--- src/rtl/mux_rr_n_if.sv ---
// mux_rr_n_if -- bundle of the channel-side and output-side handshake
// signals of the mux_rr_n round-robin/fixed-select multiplexer.
//
// Parameters:
//   WIDTH    data bits per channel
//   CHANNELS number of input channels
//   SELW     width of a channel index
//
// Signals:
//   in_data   CHANNELS*WIDTH  channel c in bits [c*WIDTH +: WIDTH]
//   in_valid  CHANNELS        per-channel data valid
//   in_ready  CHANNELS        per-channel accept strobe (from the mux)
//   mode      1               0 = fixed select, 1 = round-robin scan
//   sel       SELW            channel index used in fixed mode
//   out_data  WIDTH           registered selected data
//   out_chan  SELW            registered index of the supplying channel
//   out_valid 1               registered output valid
//   out_ready 1               downstream accept
//
// Modports: slave is the mux itself, master is whatever drives its
// channels and consumes its output.
interface mux_rr_n_if #(
  parameter int WIDTH    = 8,
  parameter int CHANNELS = 4,
  parameter int SELW     = 2
);
  logic [CHANNELS*WIDTH-1:0] in_data;
  logic [CHANNELS-1:0]       in_valid;
  logic [CHANNELS-1:0]       in_ready;
  logic                      mode;
  logic [SELW-1:0]           sel;
  logic [WIDTH-1:0]          out_data;
  logic [SELW-1:0]           out_chan;
  logic                      out_valid;
  logic                      out_ready;

  modport slave (
    input  in_data, in_valid, mode, sel, out_ready,
    output in_ready, out_data, out_chan, out_valid
  );

  modport master (
    output in_data, in_valid, mode, sel, out_ready,
    input  in_ready, out_data, out_chan, out_valid
  );
endinterface

--- src/rtl/mux_rr_n.sv ---
// mux_rr_n -- N-channel multiplexer with a one-beat registered output.
// In fixed mode it passes channel 'sel'; in round-robin mode it scans
// the valid channels starting at an internal pointer that advances past
// each channel it serves.
//
// Ports:
//   clk  rising-edge clock
//   rst  synchronous active-high reset
//   bus  mux_rr_n_if slave modport (channel inputs, ready strobes,
//        mode/sel controls, registered output beat and its handshake)
module mux_rr_n #(
  parameter int WIDTH    = 8,
  parameter int CHANNELS = 4,
  parameter int SELW     = 2
) (
  input  logic       clk,
  input  logic       rst,
  mux_rr_n_if.slave  bus
);

  logic [SELW-1:0]     ptr;
  logic                load_en;
  logic                fx_found;
  logic [SELW-1:0]     fx_idx;
  logic                rr_found;
  logic [SELW-1:0]     rr_idx;
  logic                grant_found;
  logic [SELW-1:0]     grant_idx;
  logic [WIDTH-1:0]    grant_data;
  logic [CHANNELS-1:0] ready;
  logic [SELW-1:0]     next_ptr;

  // The output register can take a new beat when it is empty or its
  // current beat is being accepted this cycle.
  assign load_en = !bus.out_valid || bus.out_ready;

  // Fixed-mode grant. A sel at or beyond CHANNELS never matches any
  // loop index, so it simply yields no grant.
  always_comb begin
    fx_found = 1'b0;
    fx_idx   = '0;
    for (int c = 0; c < CHANNELS; c++) begin
      if (int'(bus.sel) == c && bus.in_valid[c]) begin
        fx_found = 1'b1;
        fx_idx   = SELW'(c);
      end
    end
  end

  // Round-robin grant. The first loop finds the lowest valid channel,
  // which is the answer once the search has wrapped past the top. The
  // second loop finds the lowest valid channel at or above ptr and, if
  // one exists, overrides the wrapped answer.
  always_comb begin
    rr_found = 1'b0;
    rr_idx   = '0;
    for (int c = CHANNELS - 1; c >= 0; c--) begin
      if (bus.in_valid[c]) begin
        rr_found = 1'b1;
        rr_idx   = SELW'(c);
      end
    end
    for (int c = CHANNELS - 1; c >= 0; c--) begin
      if (bus.in_valid[c] && c >= int'(ptr)) begin
        rr_idx = SELW'(c);
      end
    end
  end

  // Final grant, the selected channel's data, and the ready strobe.
  // Ready is held low during reset so no transfer is ever signalled.
  always_comb begin
    grant_found = bus.mode ? rr_found : fx_found;
    grant_idx   = bus.mode ? rr_idx   : fx_idx;
    grant_data  = '0;
    ready       = '0;
    for (int c = 0; c < CHANNELS; c++) begin
      if (int'(grant_idx) == c) begin
        grant_data = bus.in_data[c*WIDTH +: WIDTH];
        ready[c]   = !rst && load_en && grant_found;
      end
    end
  end

  assign bus.in_ready = ready;

  // The pointer wraps explicitly so non-power-of-two channel counts
  // never leave it pointing at a channel that does not exist.
  assign next_ptr = (int'(grant_idx) == CHANNELS - 1) ? '0 : grant_idx + SELW'(1);

  // Output beat register and round-robin pointer. When the register is
  // free but nothing is granted the beat is dropped (valid falls) while
  // data and channel keep their last values. Fixed-mode transfers
  // leave the pointer alone so round-robin resumes where it stopped.
  always_ff @(posedge clk) begin
    if (rst) begin
      bus.out_valid <= 1'b0;
      bus.out_data  <= '0;
      bus.out_chan  <= '0;
      ptr           <= '0;
    end else if (load_en) begin
      if (grant_found) begin
        bus.out_valid <= 1'b1;
        bus.out_data  <= grant_data;
        bus.out_chan  <= grant_idx;
        if (bus.mode) begin
          ptr <= next_ptr;
        end
      end else begin
        bus.out_valid <= 1'b0;
      end
    end
  end

endmodule

--- src/flat_wrapper.sv ---
// flat-port wrapper written by rule: the top's interface ports become plain ports
module mux_rr_n_flat 
#(
  parameter int WIDTH    = 8,
  parameter int CHANNELS = 4,
  parameter int SELW     = 2
)
  (clk, rst, bus_in_data, bus_in_valid, bus_mode, bus_sel, bus_out_ready, bus_in_ready, bus_out_data, bus_out_chan, bus_out_valid);
  mux_rr_n_if #(.WIDTH(WIDTH), .CHANNELS(CHANNELS), .SELW(SELW)) bus_i ();
  input  logic clk;
  input  logic rst;
  input wire logic [$bits(bus_i.in_data)-1:0] bus_in_data;
  input wire logic [$bits(bus_i.in_valid)-1:0] bus_in_valid;
  input wire logic [$bits(bus_i.mode)-1:0] bus_mode;
  input wire logic [$bits(bus_i.sel)-1:0] bus_sel;
  input wire logic [$bits(bus_i.out_ready)-1:0] bus_out_ready;
  output wire logic [$bits(bus_i.in_ready)-1:0] bus_in_ready;
  output wire logic [$bits(bus_i.out_data)-1:0] bus_out_data;
  output wire logic [$bits(bus_i.out_chan)-1:0] bus_out_chan;
  output wire logic [$bits(bus_i.out_valid)-1:0] bus_out_valid;
  assign bus_i.in_data = bus_in_data;
  assign bus_i.in_valid = bus_in_valid;
  assign bus_i.mode = bus_mode;
  assign bus_i.sel = bus_sel;
  assign bus_i.out_ready = bus_out_ready;
  assign bus_in_ready = bus_i.in_ready;
  assign bus_out_data = bus_i.out_data;
  assign bus_out_chan = bus_i.out_chan;
  assign bus_out_valid = bus_i.out_valid;
  mux_rr_n #(.WIDTH(WIDTH), .CHANNELS(CHANNELS), .SELW(SELW)) u_core (.clk(clk), .rst(rst), .bus(bus_i));
endmodule
--- config.mk ---
export PLATFORM = sky130hd
export DESIGN_NAME = mux_rr_n_flat
export DESIGN_NICKNAME = d
export VERILOG_FILES = /design/src/rtl/mux_rr_n_if.sv /design/src/rtl/mux_rr_n.sv /design/src/flat_wrapper.sv
export SDC_FILE = /design/constraint.sdc
export NUM_CORES = 1
export LEC_CHECK = 0
export CORE_MARGIN = 5
export CORE_UTILIZATION = 34
export DETAILED_ROUTE_END_ITERATION = 7
export HOLD_SLACK_MARGIN = 0.1
export PLACE_DENSITY = 0.78
export SYNTH_ARGS = -nofsm -noshare
export SYNTH_HDL_FRONTEND = slang
export SYNTH_SLANG_ARGS = --single-unit
--- constraint.sdc ---
create_clock -name clk -period 2.7 [get_ports clk]
set_input_delay 0.54 -clock clk [delete_from_list [all_inputs] [get_ports clk]]
set_output_delay 0.54 -clock clk [all_outputs]
set_load 0.03 [all_outputs]
==> metrics.cfg <==
[status]
status=finished, final reports clean

[cts]
clockBufferDepth=2
htree_levels=1
cts_tree=done
clk_pin_slew_ns=0.08
cts_root_buffer=clkbuf_4
cts_buffers=3
clk-insertion-delay-late_ns=0.28
numClockSinks=13
cts_hold_buf=0

[synth]
synth_top_area_cell=dfxtp_1
synth_area_um2=966
synth_fp_nets=168
syn-instance-count=122
synth-async-reset-ratio=0
netlist.area_leader.share=0.269
avgSynthCellArea_um2=7.92
synth.distinct_cells=33
ys.warnings.count=0
seq_area_frac_synth=0.269
synthTopCellsByArea=dfxtp_1 (27%), a211oi_1 (8.5%), nor3_1 (7.3%)
synth-edff-count=0
synth-main-ff-cell=dfxtp_1
ys_seq_elements=13

[timing]
finalSetupViolCount=0
drv_slew=0
finalClockSkew_ns=0.000437
max_freq_ghz=0.377
max_slew_margin=0.510
worstMarginPinSlew_ns=0.732
hold_viol=0
min_period_ns=2.65
worst_slack_ns=0.0484
post-route-period-util=0.982

[run]
maxCapViolCount=0

[routing]
drc=0
vias=1169
viasPerCell=5.27
final_antenna_net_count=0
drt-initial-drc-count=53
firstDrtPassIters=4
routedWlPerCell_um=15.3
routed_wl_um=3390

[critical_path]
crit_path_max_fanout=3
worstReg2RegEnd=u_core.bus.out_data[2]$_SDFFE_PP0P_
setup.worst_path.end_class=output port
r2r_cells=12
crit_cells=8
cpMaxStageDelayCell=or4b_4
required_ns=2.16
path_buf_inv=4
rrSetupSlack_ns=0.27
worst-endpoint-arrival_ns=2.11
crit_end=bus_in_ready[3]
slowest_delay_ns=0.52
startpoint=bus_mode
startpoint_type=input pin
r2r_start=u_core.ptr[0]$_SDFFE_PP0P_
cp_top_family=simple AND/OR/NAND/NOR gates
crit_path_cell_trace=dlygate4sd2_1, or4b_4, o311a_4, buf_4, inv_2, ha_2, and2_4, buf_6
criticalPathCategory=input pin to output port

[floorplanning]
die_y_um=63.3
rows=19
core-area_um2=2730
die_w_um=63.3
start_util=0.353
die_area_um2=4010
pin_count=57

[final_layout]
finish.instance_area_um2=1700
final_core_util=0.620
syn2layout_area_growth_pct=75.5
num_antenna_cells=0
nets=238
drive_gt1_frac=0.236

[power_and_ir_drop]
ir_worst_vdd_uv=363
leakage_nw=0.688
p_per_area_nw_per_um2=446

[global_routing]
busiest_layer=met2
groute.layer.met3.usage=0.0178
grt_max_degree=18
gr-usage-met1=0.192
grt_pass1_wl_um=5440
first_global_vias=1194
grt.total_usage=0.168
antenna_found_initial=0
use_met2=0.305
overflow=0

[min_path]
min_path_type=register to register

[place]
dp.final_hpwl_um=2720
io_buffers=56
place.gp.congestion=0.910
post_dp_cell_area_um2=1620
dp_slack_ns=-0.691

[metrics by stage]
step	hold slack, ns	total power [mW]	cells	TNS (ns)
final	0.501	0.757	222	0
after global routing	0.538	0.805	222	-0.0345
after CTS	0.501	0.750	222	0
after detailed placement	0.490	0.619	215	-7.22
after global placement	0.486	0.608	215	-6.36
after floorplan	0.484	0.452	122	0
[worst min path at each step]
stage	startpoint	end	cells after the start	slack, ns
2_1_floorplan	u_core.ptr[0]$_SDFFE_PP0P_	u_core.ptr[0]$_SDFFE_PP0P_	2	0.48
3_3_place_gp	u_core.bus.out_data[4]$_SDFFE_PP0P_	u_core.bus.out_data[4]$_SDFFE_PP0P_	2	0.49
3_5_place_dp	u_core.bus.out_data[0]$_SDFFE_PP0P_	u_core.bus.out_data[0]$_SDFFE_PP0P_	2	0.49
4_1_cts	u_core.bus.out_data[0]$_SDFFE_PP0P_	u_core.bus.out_data[0]$_SDFFE_PP0P_	2	0.50
5_1_grt	u_core.bus.out_data[0]$_SDFFE_PP0P_	u_core.bus.out_data[0]$_SDFFE_PP0P_	2	0.54
6_report	u_core.bus.out_data[0]$_SDFFE_PP0P_	u_core.bus.out_data[0]$_SDFFE_PP0P_	2	0.50
[Yosys cell counts (all sizes together) (2+ instances only)]
| library cell | n |
|---|---|
| nor2 | 14 |
| nor3 | 14 |
| dfxtp | 13 |
| a211oi | 12 |
| nor2b | 10 |
| a221oi | 7 |
| inv | 6 |
| a21oi | 5 |
| clkbuf | 5 |
| and2 | 4 |
| ha | 4 |
| nand2 | 4 |
| buf | 3 |
| mux2i | 3 |
| nand2b | 3 |
| o21ai | 2 |
[cell families (layout without fill, tap and decap cells)]
group,count (synthesis),after routing,share of synthesized area
adders and majority gates,4,4,0.0518
and+or+nand+nor,55,55,0.301
AOI/OAI and AO/OA,32,32,0.249
buffers and inverters,14,83,0.0712
DFF,13,13,0.269
muxes,4,4,0.0583
[layer usage]
layer	wire, µm	share of wire
met4	102	0.030
met3	97	0.029
met1	1330	0.39
met5	0	0
met2	1870	0.55
[cell type report]
cell class	instances	area, µm²
Timing Repair Buffer	73	659
Inverter	6	22.5
Clock buffer	4	26.3
Sequential cell	13	260
Tap cell	31	38.8
Multi-Input combinational cell	95	688
Fill cell	232	1040
[where the power goes]
part | switching, mW | internal [mW]
Clock | 0.0637 | 0.0574
Sequential | 0.0172 | 0.218
Combinational | 0.199 | 0.201
[registers in the layout (all words and copies together), names as in the netlist]
| register | count |
|---|---|
| u_core.bus.out_valid | 1 |
| u_core.ptr | 2 |
| u_core.bus.out_chan | 2 |
| u_core.bus.out_data | 8 |
[cells in the final DEF (no fill, tap or decap), drive strengths merged, types with 2 or more instances in the layout]
master         netlist  final
clkdlybuf4s50        0     45
buf                  3     23
nor2                14     14
nor3                14     14
dfxtp               13     13
a211oi              12     12
nor2b               10     10
a221oi               7      7
clkbuf               5      7
inv                  6      6
a21oi                5      5
nand2                4      4
and2                 4      4
ha                   4      4
nand2b               3      3
mux2i                3      3
o21ai                2      2
dlygate4sd2          0      2
[repair_timing]
item,CTS,global route
setup buffers,3,0
gates resized for setup,35,9
pin swaps,6,5
endpoints found under the setup margin,11,11
[tightest hold or removal path, cell delays in order (launching register included)]
cell	delay [ns]
dfxtp_1	0.31
nor2_1	0.09
nor3_1	0.05
Note: power is estimated with default switching activity, not from simulation.
